File: src/rtl/vga_sync_gen.sv
// VGA raster timing generator for the ADV7123 DAC path: divides CLK down to the
// pixel rate and produces HS/VS/BLANK, the pixel clock and visible-area coordinates.
module vga_sync_gen #(
   parameter int   DIV     = 2,
   parameter int   H_DISP  = 640,
   parameter int   H_FP    = 16,
   parameter int   H_PULSE = 96,
   parameter int   H_BP    = 48,
   parameter int   V_DISP  = 480,
   parameter int   V_FP    = 10,
   parameter int   V_PULSE = 2,
   parameter int   V_BP    = 33,
   parameter logic HS_POL  = 1'b0,
   parameter logic VS_POL  = 1'b0,
   parameter int   XW      = 11,
   parameter int   YW      = 10
) (
   input  logic          CLK,
   input  logic          NRST,
   input  logic          EN,
   output logic          VGA_CLK,
   output logic          VGA_HS,
   output logic          VGA_VS,
   output logic          VGA_BLANK,
   output logic          VGA_SYNC,
   output logic [XW-1:0] x,
   output logic [YW-1:0] y,
   output logic          active,
   output logic          line_start,
   output logic          frame_start
);

   localparam int H_TOT = H_DISP + H_FP + H_PULSE + H_BP;
   localparam int V_TOT = V_DISP + V_FP + V_PULSE + V_BP;
   localparam int PW    = (DIV > 2) ? $clog2(DIV) : 1;

   localparam logic [PW-1:0] PH_LAST      = PW'(DIV - 1);
   localparam logic [PW-1:0] PH_HALF      = PW'(DIV / 2);
   localparam logic [XW-1:0] H_LAST       = XW'(H_TOT - 1);
   localparam logic [XW-1:0] H_FP_START   = XW'(H_DISP);
   localparam logic [XW-1:0] H_SYNC_START = XW'(H_DISP + H_FP);
   localparam logic [XW-1:0] H_BP_START   = XW'(H_DISP + H_FP + H_PULSE);
   localparam logic [YW-1:0] V_LAST       = YW'(V_TOT - 1);
   localparam logic [YW-1:0] V_FP_START   = YW'(V_DISP);
   localparam logic [YW-1:0] V_SYNC_START = YW'(V_DISP + V_FP);
   localparam logic [YW-1:0] V_BP_START   = YW'(V_DISP + V_FP + V_PULSE);

   typedef enum logic [1:0] {DISP, FP, SYNC, BP} seg_t;

   logic [PW-1:0] phase, phase_nxt;
   logic [XW-1:0] hcnt, hcnt_nxt;
   logic [YW-1:0] vcnt, vcnt_nxt;
   seg_t          hstate, hstate_nxt;
   seg_t          vstate, vstate_nxt;
   logic          start_pend;
   logic          tick;
   logic          hwrap;
   logic          vis_nxt;

   assign VGA_SYNC = 1'b0;

   // The first enabled cycle after reset acts as the tick that opens pixel (0,0),
   // so the post-reset frame_start lines up with the steady-state one.
   always_comb begin
      // NOTE: every combinational output gets a default first so no path infers a latch.
      phase_nxt = phase;
      hcnt_nxt  = hcnt;
      vcnt_nxt  = vcnt;
      tick      = EN && !start_pend && (phase == PH_LAST);
      hwrap     = (hcnt == H_LAST);
      if (EN && !start_pend) begin
         phase_nxt = tick ? '0 : phase + PW'(1);
         if (tick) begin
            hcnt_nxt = hwrap ? '0 : hcnt + XW'(1);
            if (hwrap)
               vcnt_nxt = (vcnt == V_LAST) ? '0 : vcnt + YW'(1);
         end
      end
   end

   always_comb begin
      hstate_nxt = hstate;
      case (hstate)
         DISP:    if (hcnt_nxt == H_FP_START)   hstate_nxt = FP;
         FP:      if (hcnt_nxt == H_SYNC_START) hstate_nxt = SYNC;
         SYNC:    if (hcnt_nxt == H_BP_START)   hstate_nxt = BP;
         BP:      if (hcnt_nxt == '0)           hstate_nxt = DISP;
         default: hstate_nxt = DISP;
      endcase
   end

   always_comb begin
      vstate_nxt = vstate;
      case (vstate)
         DISP:    if (vcnt_nxt == V_FP_START)   vstate_nxt = FP;
         FP:      if (vcnt_nxt == V_SYNC_START) vstate_nxt = SYNC;
         SYNC:    if (vcnt_nxt == V_BP_START)   vstate_nxt = BP;
         BP:      if (vcnt_nxt == '0)           vstate_nxt = DISP;
         default: vstate_nxt = DISP;
      endcase
   end

   assign vis_nxt = EN && (hstate_nxt == DISP) && (vstate_nxt == DISP);

   // Outputs are decoded from next-state values so they move on the same edge as the counters.
   always_ff @(posedge CLK or negedge NRST) begin
      if (!NRST) begin
         phase       <= '0;
         hcnt        <= '0;
         vcnt        <= '0;
         hstate      <= DISP;
         vstate      <= DISP;
         start_pend  <= 1'b1;
         VGA_CLK     <= 1'b0;
         VGA_HS      <= ~HS_POL;
         VGA_VS      <= ~VS_POL;
         VGA_BLANK   <= 1'b0;
         active      <= 1'b0;
         x           <= '0;
         y           <= '0;
         line_start  <= 1'b0;
         frame_start <= 1'b0;
      end else begin
         // NOTE: sequential state uses non-blocking assignments so every flop samples pre-edge values.
         phase       <= phase_nxt;
         hcnt        <= hcnt_nxt;
         vcnt        <= vcnt_nxt;
         hstate      <= hstate_nxt;
         vstate      <= vstate_nxt;
         start_pend  <= start_pend && !EN;
         VGA_CLK     <= (phase_nxt >= PH_HALF);
         VGA_HS      <= (hstate_nxt == SYNC) ? HS_POL : ~HS_POL;
         VGA_VS      <= (vstate_nxt == SYNC) ? VS_POL : ~VS_POL;
         VGA_BLANK   <= vis_nxt;
         active      <= vis_nxt;
         line_start  <= EN && (start_pend || (tick && hwrap));
         frame_start <= EN && (start_pend || (tick && hwrap && (vcnt == V_LAST)));
         if (EN) begin
            x <= vis_nxt ? hcnt_nxt : '0;
            y <= vis_nxt ? vcnt_nxt : '0;
         end
      end
   end

endmodule

File: config.mk
export PLATFORM = sky130hd
export DESIGN_NAME = vga_sync_gen
export DESIGN_NICKNAME = d
export VERILOG_FILES = /design/src/rtl/vga_sync_gen.sv
export SDC_FILE = /design/constraint.sdc
export NUM_CORES = 1
export LEC_CHECK = 0
export CAP_MARGIN = 20
export CORE_MARGIN = 1
export CORE_UTILIZATION = 61
export CTS_BUF_LIST = sky130_fd_sc_hd__clkbuf_16
export DETAILED_ROUTE_END_ITERATION = 6
export PLACE_DENSITY_LB_ADDON = 0.08
export RECOVER_POWER = 25
export SYNTH_ARGS = -nofsm -noshare
export SYNTH_HDL_FRONTEND = slang
export SYNTH_SLANG_ARGS = --single-unit
File: constraint.sdc
create_clock -name CLK -period 4.7 [get_ports CLK]
set_input_delay 1.41 -clock CLK [delete_from_list [all_inputs] [get_ports CLK]]
set_output_delay 1.41 -clock CLK [all_outputs]
set_load 0.02 [all_outputs]
==> results.toml <==
[outcome]
status = "finished, violations left"
violations = "max-capacitance violations, max-slew violations"

[placed_design]
routabilityCongestion = 0.940
hpwlAfterDp_um = 5150
io_buffers = 30
place_area_mm2 = 0.00355

[worst_setup_path]
max_stage_delay_ps = 650
reg2reg_from = "hcnt[0]"
setup.worst_path.class = "in2reg"
reg2reg_slack_ps = 1010
crit_family = "simple AND/OR/NAND/NOR gates"
cp_max_fo = 16
crit_arrival_ps = 4770
cp_common_cell = "buf_4"
cp_num_buf_inv = 5
cpMaxStageDelayCell = "or4_4"
rr_endpoint = "y[4]"
cp-start-kind = "primary input"
cp-end-kind = "register"
crit_chain = "clkdlybuf4s50_1 > nor2b_1 > ha_1 > buf_4 > nand3b_1 > nor4_2 > buf_4 > o21ai_1 > a22o_1 > buf_4 > and3_1 > o211a_1 > or4_4 > buf_4 > o22ai_1"
ff2ff_path_depth = 12
worstPathRequired_ps = 4910

[detailed_routing]
vias = 2720
ant_nets = 0
drt-pass1-iter-count = 5
routed_wl_um = 7530
drc = 0
wire_per_inst_um = 17.0
drt_iter0_markers = 366
vias_per_cell = 6.15

[floorplan]
die_w_um = 72.7
floorplan.initialDensity_pct = 64.2
coreArea_mm2 = 0.00475
die_area_mm2 = 0.00529
rows = 25
io_pins = 32
die_h_um = 72.7

[grt]
overflow = 0
antenna_found_initial = 0
grt_pass1_vias = 2398
grt_pass1_wl_um = 12000
grt_max_degree = 54
track_usage_pct = 30.2

[clock_tree]
clock-sinks = 53
cts_max_level = 2
clock_latency_ps = 300
cts_buffer_depth = 2
cts_root_buf = "clkbuf_16"
cts_buffers = 5
tritoncts = "built"
cts.clk_slew.worst_paths_ps = 70

[layout]
diodes = 0
drive_gt1_share_pct = 15.7
syn_to_final_growth_pct = 22.1
nNetsFinal = 381
utilization_pct = 78.3
fin_area_mm2 = 0.00372

[synth]
seq_area_frac_synth_pct = 43.6
ys_warn_count = 0
syn_inst = 328
synth_cell_types = 64
avgSynthCellArea_um2 = 9.30
syn-num-nets = 335
synth_seq_cells = 53
ys.flop_type = "dfrtp_1"
syn_area_mm2 = 0.00305
async_flop_share_pct = 100
synth_edf_count = 0

[timing]
clock_skew_ps = 7.43
slew_headroom_pct = -89.3
finalCriticalPeriod_ps = 4550
fmax_mhz = 220
tightest_slew_ps = 2840
timing.final.max_slew_violations = 54
min_period_over_period_pct = 96.9
finalHoldViolCount = 0
finalSetupViolations = 0
fin_setup_tns_ps = 0

[power]
peakVddDrop_uv = 181
power_leakage_nw = 1.58
p_per_area_mw_per_mm2 = 274

[min_path]
worstHoldEndpoint = "VGA_CLK"
holdCritPathClass = "reg2reg"
min_from = "VGA_CLK"
hold_depth = 1

[run]
cap_violations = 1
[per-stage QoR]
step	hold WS (ps)	cells	power, W	setup slack, ps
floorplan	490	328	0.000596	245
detailed placement	506	433	0.000659	-143
CTS	517	441	0.00102	135
finish	516	442	0.00102	145
global route	524	442	0.00106	-12.8
global placement	495	433	0.000656	-75.2
[report_power, final]
| part | leakage (nW) | internal [W] | switching [W] | total, W |
|---|---|---|---|---|
| clock | 0.0712 | 0.000196 | 0.000170 | 0.000366 |
| combinational | 0.822 | 0.0000575 | 0.0000853 | 0.000143 |
| sequential | 0.692 | 0.000476 | 0.0000367 | 0.000513 |
| total | 1.58 | 0.000730 | 0.000292 | 0.00102 |
[cell type report]
type | count | area (um2)
multi-input cells | 215 | 1490
flip-flops and latches | 53 | 1330
fillers | 337 | 1030
repair buffers | 62 | 536
inverters | 37 | 139
clock buffers | 5 | 125
well taps | 67 | 83.8
clock inverters | 3 | 17.5
[synth_stat cells (all sizes together) (4+ instances only)]
master   n  share of area (%)
a21oi   10                1.6
a22o     4                1.1
and3     8                1.6
and4     7                2.0
buf     14                2.7
clkbuf   9                1.1
dfrtp   50                 41
ha       4                1.6
inv     37                4.6
nand2   14                1.7
nand2b   5                1.0
nand3   27                4.4
nand4    9                1.8
nor2    12                1.5
nor2b    4               0.82
nor3    11                1.8
nor4     5                1.0
o21ai   10                1.6
o22ai   15                3.1
o32ai    7                3.2
or3      4               0.82
xnor2    8                2.3
[routing by layer]
layer | routed length [um] | track usage [%]
met1 | 3670 | 47.8
met2 | 3280 | 43.1
met3 | 473 | 4.56
met4 | 97 | 7.84
met5 | 0 | 0
[sequential cells by signal, indices dropped and copies added (netlist names), 2 cells and up]
name    cells
hstate      2
hcnt       11
vstate      2
x          11
vcnt       10
y          10
[timing repair]
item / CTS / global route
resized for setup: 0 / 6
hold buffers: 0 / 0
endpoints found under the setup margin: 0 / 14
setup buffers: 0 / 1
[how the worst max path moves through the flow]
| stage | start | end | cells after the start | slack [ps] |
|---|---|---|---|---|
| finish | EN | y[4] | 15 | 150 |
| CTS | EN | y[7] | 12 | 130 |
| global route | EN | y[0] | 14 | -10 |
| floorplan | EN | x[10] | 13 | 240 |
| detailed placement | EN | y[5] | 12 | -140 |
| global placement | EN | y[0] | 12 | -80 |
[cell usage in the layout (no fill, tap or decap), types with 7 or more instances in the layout]
| cell type | n |
|---|---|
| nor3_1 | 11 |
| nand4_1 | 9 |
| o22ai_1 | 15 |
| inv_1 | 37 |
| xnor2_1 | 8 |
| nand2_1 | 14 |
| buf_4 | 30 |
| clkdlybuf4s50_1 | 29 |
| and4_1 | 7 |
| a21oi_1 | 10 |
| o21ai_0 | 7 |
| nor2_1 | 11 |
| dfrtp_1 | 50 |
| and3_1 | 8 |
| nand3_1 | 27 |
[cells by family (layout without fill, tap and decap cells)]
logic type                 after synthesis  after routing  share of synthesized area (%)
adders and majority gates                4              4                           1.64
muxes                                    3              3                           1.03
and+or+nand+nor                        123            123                           23.5
other                                    1              1                          0.123
AOI/OAI and AO/OA                       73             73                           18.5
buffers and inverters                   60            107                           8.40
DFF                                     53             53                           43.6
xor gates and xnor gates                11             11                           3.16
[worst reg2reg max path: stages (launching register included)]
cell and delay (ps):
dfrtp_1 500, ha_1 290, nand4_1 310, nor4_2 370, buf_4 190, o21ai_1 60
a22o_1 310, buf_4 170, and3_1 180, o211a_1 230, or4_4 650, buf_4 210
o22ai_1 130
Power figures use the tool's default switching activity.
==> RTL change 1, RTL diff (same settings) <==
Register the input `EN` before use, without a reset. The logic sees it one clock later.
--- a/src/rtl/vga_sync_gen.sv
+++ b/src/rtl/vga_sync_gen.sv
@@ -47,6 +47,12 @@
 
    typedef enum logic [1:0] {DISP, FP, SYNC, BP} seg_t;
 
+   logic EN_q;
+
+   always_ff @(posedge CLK) begin
+      EN_q <= EN;
+   end
+
    logic [PW-1:0] phase, phase_nxt;
    logic [XW-1:0] hcnt, hcnt_nxt;
    logic [YW-1:0] vcnt, vcnt_nxt;
@@ -66,9 +72,9 @@
       phase_nxt = phase;
       hcnt_nxt  = hcnt;
       vcnt_nxt  = vcnt;
-      tick      = EN && !start_pend && (phase == PH_LAST);
+      tick      = EN_q && !start_pend && (phase == PH_LAST);
       hwrap     = (hcnt == H_LAST);
-      if (EN && !start_pend) begin
+      if (EN_q && !start_pend) begin
          phase_nxt = tick ? '0 : phase + PW'(1);
          if (tick) begin
             hcnt_nxt = hwrap ? '0 : hcnt + XW'(1);
@@ -100,7 +106,7 @@
       endcase
    end
 
-   assign vis_nxt = EN && (hstate_nxt == DISP) && (vstate_nxt == DISP);
+   assign vis_nxt = EN_q && (hstate_nxt == DISP) && (vstate_nxt == DISP);
 
    // Outputs are decoded from next-state values so they move on the same edge as the counters.
    always_ff @(posedge CLK or negedge NRST) begin
@@ -127,15 +133,15 @@
          vcnt        <= vcnt_nxt;
          hstate      <= hstate_nxt;
          vstate      <= vstate_nxt;
-         start_pend  <= start_pend && !EN;
+         start_pend  <= start_pend && !EN_q;
          VGA_CLK     <= (phase_nxt >= PH_HALF);
          VGA_HS      <= (hstate_nxt == SYNC) ? HS_POL : ~HS_POL;
          VGA_VS      <= (vstate_nxt == SYNC) ? VS_POL : ~VS_POL;
          VGA_BLANK   <= vis_nxt;
          active      <= vis_nxt;
-         line_start  <= EN && (start_pend || (tick && hwrap));
-         frame_start <= EN && (start_pend || (tick && hwrap && (vcnt == V_LAST)));
-         if (EN) begin
+         line_start  <= EN_q && (start_pend || (tick && hwrap));
+         frame_start <= EN_q && (start_pend || (tick && hwrap && (vcnt == V_LAST)));
+         if (EN_q) begin
             x <= vis_nxt ? hcnt_nxt : '0;
             y <= vis_nxt ? vcnt_nxt : '0;
          end
Formal check against the unedited RTL: not equivalent (a bounded check fails within 4 cycles, from zero or initial values and one cycle with NRST low).
==> RTL change 1 against the original RTL <==
  * Clock skew shrank 0.00095 ns
  * Worst setup slack gained 1.0 ns
  * Area after synthesis is 6.9% higher
  * Routed wire length fell by 4.2%
  * Power rose by 13%
  * Final area is 1.7% lower
  * Sequential cell count up 1
  * Count of clock-buffer cells in the layout is the same
  * Utilization down 7.1 points
  * Critical path type is now reg2reg
  * Critical endpoint is now y[0]
  * Highest routed layer unchanged
==> RTL change 1: results (changes against the original RTL) <==
Synthesis
  – EDFF count, synth: 0 (unchanged)
  – Synth top area cells: dfrtp_1, o2bb2ai_2, nand2_1 (was dfrtp_1, inv_1, nand3_1)
  – Yosys Warn Count: 0 (unchanged)
  – FFs w/ async S/R, synth: 98.1% (was 100%)
  – Syn Nets: 334 (was 335)
  – Sequential share of the synthesized area: 41.4% (was 43.6%)
  – Yosys cell types: 70 (was 64)
  – Commonest cells post-synth: dfrtp_1, nand2_1, o2bb2ai_2, nor3_1 (was dfrtp_1, inv_1, nand3_1, o22ai_1, nand2_1)

Routing
  – Met2 Wirelength: 3.19 mm (was 3.28 mm)
  – Via count: 2605 (was 2720)
  – Wire length on met3: 318 um (was 473 um)
  – DR iter-0 viols: 249 (was 366)
  – Met1 wire length: 3.57 mm (was 3.67 mm)
  – Highest routed metal layer: met4 (unchanged)
  – Drt first pass iters: 4 (was 5)
  – Routed WL: 7.22 mm (was 7.53 mm)

Layout
  – Signal buffers: 35 (was 62)
  – Share of cells above drive strength 1: 12.8% (was 15.7%)
  – #MultiIn Comb: 241 (was 215)
  – Multi-input gate area: 1700 um2 (was 1490 um2)
  – Nets@finish: 351 (was 381)
  – Antenna Cells: 0 (unchanged)
  – FILL cells: 398 (was 337)
  – Clock Network Area Fraction: 4.55% (was 3.83%)
  – Non-clock buffer share: 9.09% (was 14.4%)
  – FF/Latch Area: 1350 um2 (was 1330 um2)
  – Non-clock inverters: 7 (was 37)
  – Flip-flop and latch count: 54 (was 53)

Global route
  – Number of global-route vias before repair: 2366 (was 2398)
  – Met1 usage: 42.1% (was 47.8%)
  – All-Layer GR Usage: 28.1% (was 30.2%)
  – First-pass GRT wire length: 11.8 mm (was 12.0 mm)
  – Met3 usage: 5.09% (was 4.56%)
  – Largest net degree at the start of global routing: 54 (unchanged)
  – Grt met2 use: 40.6% (was 43.1%)
  – Initial antenna violation count: 0 (unchanged)

Critical path
  – Critical Path Max Stage Delay: 0.65 ns (about the same)
  – Worst EP arrival: 3.70 ns (was 4.77 ns)
  – Crit-path max FO: 26 (was 16)
  – Slowest cell on crit path: or4_1 (was or4_4)
  – R2R depth: 12 (unchanged)

STA
  – Worst-Margin Slew: 0.650 ns (was 2.84 ns)
  – Worst Skew: 0.00649 ns (was 0.00743 ns)

Placed design
  – Placement Setup Slack: 1.13 ns (was -0.143 ns)
  – RePlAce Congestion: 0.918 (was 0.940)
  – HPWL Detailed: 4.99 mm (was 5.15 mm)
  – # port buffers: 30 (unchanged)

Status
  – Status: completed (was finished, violations left)

Worst hold path
  – Worst hold stages: 1 (unchanged)
  – Min-Delay Path Class: reg2reg (unchanged)

Clock tree
  – CTS resizes: 0 (unchanged)
  – Clk_lat worst skew: 0.29 ns
  – Clock Path Buffers: 2 (unchanged)
  – CTS Root Cell: clkbuf_16 (unchanged)
  – Clk pin slew, worst setup/hold paths: 0.07 ns (about the same)
  – Htree depth: 2 (unchanged)

Pwr
  – Leak: 1.46 nW (was 1.58 nW)
  – Max VDD drop: 0.381 mV (was 0.181 mV)
## RTL change 1: cell count changes after synthesis, moves of 4 or more
cell       unedited run  this run
inv_1                37         7
nor3_1               11        16
o31ai_1               2         7
and4_1                7         1
nand2_1              14        43
o22ai_1              15         1
buf_6                 1         7
nand3_1              27        14
and3_1                8         3
o21ai_0               8        13
a22o_1                4         0
o32ai_2               5         0
buf_2                 9         3
o2bb2ai_2             0        19
## RTL change 1: cells by family after synthesis
family	synth area share, %
buf+inv	6.48
flops	41.4
simple gates	24.0
fa+ha+maj	1.53
xor+xnor	2.95
other cells	0.115
compound gates	23.6
## RTL change 1: where the power goes
| part | switching (mW) | leakage [nW] | total, mW | internal (mW) |
|---|---|---|---|---|
| registers | 0.0404 | 0.725 | 0.539 | 0.498 |
| clock network | 0.170 | 0.0812 | 0.420 | 0.250 |
| logic | 0.110 | 0.657 | 0.192 | 0.0826 |
## RTL change 1: critical path: cells and delay by family (launching register included)
kind,cells,cell delay [ns]
compound gates,5,1.12
simple gates,3,1.06
flops,1,0.31
buf+inv,3,0.71
fa+ha+maj,1,0.22
## RTL change 1: path summary, 6_finish.rpt
check / to / startpoint / slack [ns]
setup / recovery: y[0] / EN_q / 1.17
min in group asynchronous: vcnt[9] / NRST / 1.21
setup reg to reg: y[0] / EN_q / 1.17
hold / removal: x[7] / x[7] / 0.49
hold reg to reg: x[7] / x[7] / 0.49
max in group asynchronous: vcnt[5] / NRST / 3.04
## RTL change 1: per-stage QoR
stage	total power [mW]	std cells	hold WS, ns	cell area [um2]
CTS	1.16	415	0.495	3660
global placement	0.736	407	0.476	3500
global route	1.19	415	0.508	3660
detailed placement	0.737	407	0.472	3500
finish	1.15	415	0.494	3660
floorplan	0.669	327	0.461	3260
==> RTL change 2, RTL diff (same flow settings) <==
Made on the original files. The parameter `H_DISP` goes from 640 to 480.
--- a/src/rtl/vga_sync_gen.sv
+++ b/src/rtl/vga_sync_gen.sv
@@ -2,7 +2,7 @@
 // pixel rate and produces HS/VS/BLANK, the pixel clock and visible-area coordinates.
 module vga_sync_gen #(
    parameter int   DIV     = 2,
-   parameter int   H_DISP  = 640,
+   parameter int   H_DISP  = 480,
    parameter int   H_FP    = 16,
    parameter int   H_PULSE = 96,
    parameter int   H_BP    = 48,
Check against the original RTL: same outputs for any inputs over 10 cycles, from zero or initial values and one cycle with NRST low; that may be too few to reach the edited logic, so the function may still have changed.
==> RTL change 2 against the original RTL <==
  * The flow still finishes with violations (capacitance limit, slew limit)
  * Power decreased by 1.3%
  * Area after synthesis is 1.6% higher
  * Utilization down 1.4 points
  * Sequential cell count did not move
  * Sequential power decreased by 2%
  * Critical path depth did not move
  * Global-route usage grew 2.3 points
  * Routed wire length increased by 4.4%
  * Worst setup slack gained 0.087 ns
  * Clock power decreased by 3%
  * Final area fell by 0.47%
  * Critical path type unchanged
==> RTL change 2: results (changes against the original RTL) <==
Synthesis
  – Yosys Warn Count: 0 (unchanged)
  – Syn Nets: 330 (was 335)
  – FFs w/ async S/R, synth: 100% (unchanged)
  – Commonest cells post-synth: dfrtp_1, nand2_1, inv_1, o2bb2ai_1, nor2_1 (was dfrtp_1, inv_1, nand3_1, o22ai_1, nand2_1)
  – Sequential share of the synthesized area: 42.9% (was 43.6%)
  – Syn_area_per_cell: 9.60 um2 (was 9.30 um2)
  – Synth top area cells: dfrtp_1, o2bb2ai_1, nand2_1 (was dfrtp_1, inv_1, nand3_1)
  – Yosys cell types: 69 (was 64)

Critical path
  – Reg2reg setup slack: 1.31 ns (was 1.01 ns)
  – Worst EP arrival: 4.67 ns (was 4.77 ns)
  – Crit-path max FO: 6 (was 16)
  – RR Startpoint: hcnt[7] (was hcnt[0])
  – Critical Path Max Stage Delay: 0.48 ns (was 0.65 ns)
  – Top delay family on crit path: compound AO/OA/AOI/OAI gates (was simple AND/OR/NAND/NOR gates)
  – R2R depth: 10 (was 12)
  – Setup crit end: y[5] (was y[4])
  – Slowest cell on crit path: clkdlybuf4s50_1 (was or4_4)

STA
  – Slew Limit Fails: 54 (unchanged)
  – Max Freq: 0.224 GHz (was 0.220 GHz)
  – Max-Slew Margin vs Limit: -83.9% (was -89.3%)
  – Worst Skew: 0.00782 ns (was 0.00743 ns)

Worst hold path
  – Hold Crit Start: x[6] (was VGA_CLK)

Placed design
  – RePlAce Congestion: 0.945 (was 0.940)
  – # port buffers: 30 (unchanged)
  – Placement Setup Slack: -0.143 ns (about the same)
  – HPWL Detailed: 5.40 mm (was 5.15 mm)
  – Dpl cells: 418 (was 433)
  – Placed cell areas: 3530 um2 (was 3550 um2)

Global route
  – All-Layer GR Usage: 32.5% (was 30.2%)
  – Number of global-route vias before repair: 2533 (was 2398)
  – First-pass GRT wire length: 12.9 mm (was 12.0 mm)
  – Largest net degree at the start of global routing: 54 (unchanged)
  – Initial antenna violation count: 0 (unchanged)

Routing
  – Routed WL: 7.86 mm (was 7.53 mm)
  – Via count: 2739 (was 2720)
  – DR iter-0 viols: 361 (was 366)
  – Vias per std cell: 6.37 (was 6.15)

Layout
  – Share of cells above drive strength 1: 14.6% (was 15.7%)
  – Antenna Cells: 0 (unchanged)
  – FILL cells: 350 (was 337)
  – Nets@finish: 369 (was 381)

Clock tree
  – Clock Path Buffers: 2 (unchanged)
  – Htree depth: 2 (unchanged)
  – CTS Root Cell: clkbuf_16 (unchanged)

Pwr
  – Max VDD drop: 0.209 mV (was 0.181 mV)
  – Leak: 1.59 nW (was 1.58 nW)

Status
  – Failing checks: capacitance limit, slew limit (unchanged)
  – Status: finished, violations left (unchanged)

Flow run
  – Max Cap Violations: 1 (unchanged)
[RTL change 2: worst min path at each step]
stage	endpoint	slack (ns)	depth (start not counted)
6_report	x[6]	0.49	1
5_1_grt	y[7]	0.50	1
4_1_cts	x[6]	0.49	1
3_5_place_dp	x[10]	0.47	1
3_3_place_gp	x[5]	0.47	1
2_1_floorplan	hcnt[10]	0.49	1
[RTL change 2: kinds of logic after synthesis]
group	share of synthesized area, %
AND/OR/NAND/NOR	22.2
AO/OA/AOI/OAI	21.6
flip-flops	42.9
buffers and inverters	6.14
XOR/XNOR	3.96
adder cells (fa/ha/maj)	1.61
multiplexers	1.49
other	0.121
[RTL change 2: layer usage]
layer,vias to the layer above,GRT usage (%),wire length [um],share of wire (%)
li1,1275,-,-,-
met1,1347,49.6,3730,47
met2,106,48.3,3520,45
met3,11,5.76,518,6.6
met4,0,7.41,88,1.1
met5,-,0,0,0
[RTL change 2: layout make-up]
cell class	count	area share, %
Tap cell	67	2.26
Clock inverter	3	0.405
Timing Repair Buffer	54	13.1
Sequential cell	53	35.9
Clock buffer	5	3.37
Inverter	21	2.13
Multi-Input combinational cell	227	42.9
[RTL change 2: repair_timing]
action                                  CTS  global route
setup buffers                             0             4
gates resized for setup                   0             2
endpoints found under the setup margin    0            22
endpoints found under the hold margin     0             0
[RTL change 2: power by group]
group | total (mW) | leakage, nW | internal (mW) | switching (mW)
Clock | 0.354 | 0.0724 | 0.194 | 0.160
Combinational | 0.148 | 0.829 | 0.0552 | 0.0932
Sequential | 0.505 | 0.686 | 0.476 | 0.0296
Total | 1.01 | 1.59 | 0.725 | 0.283
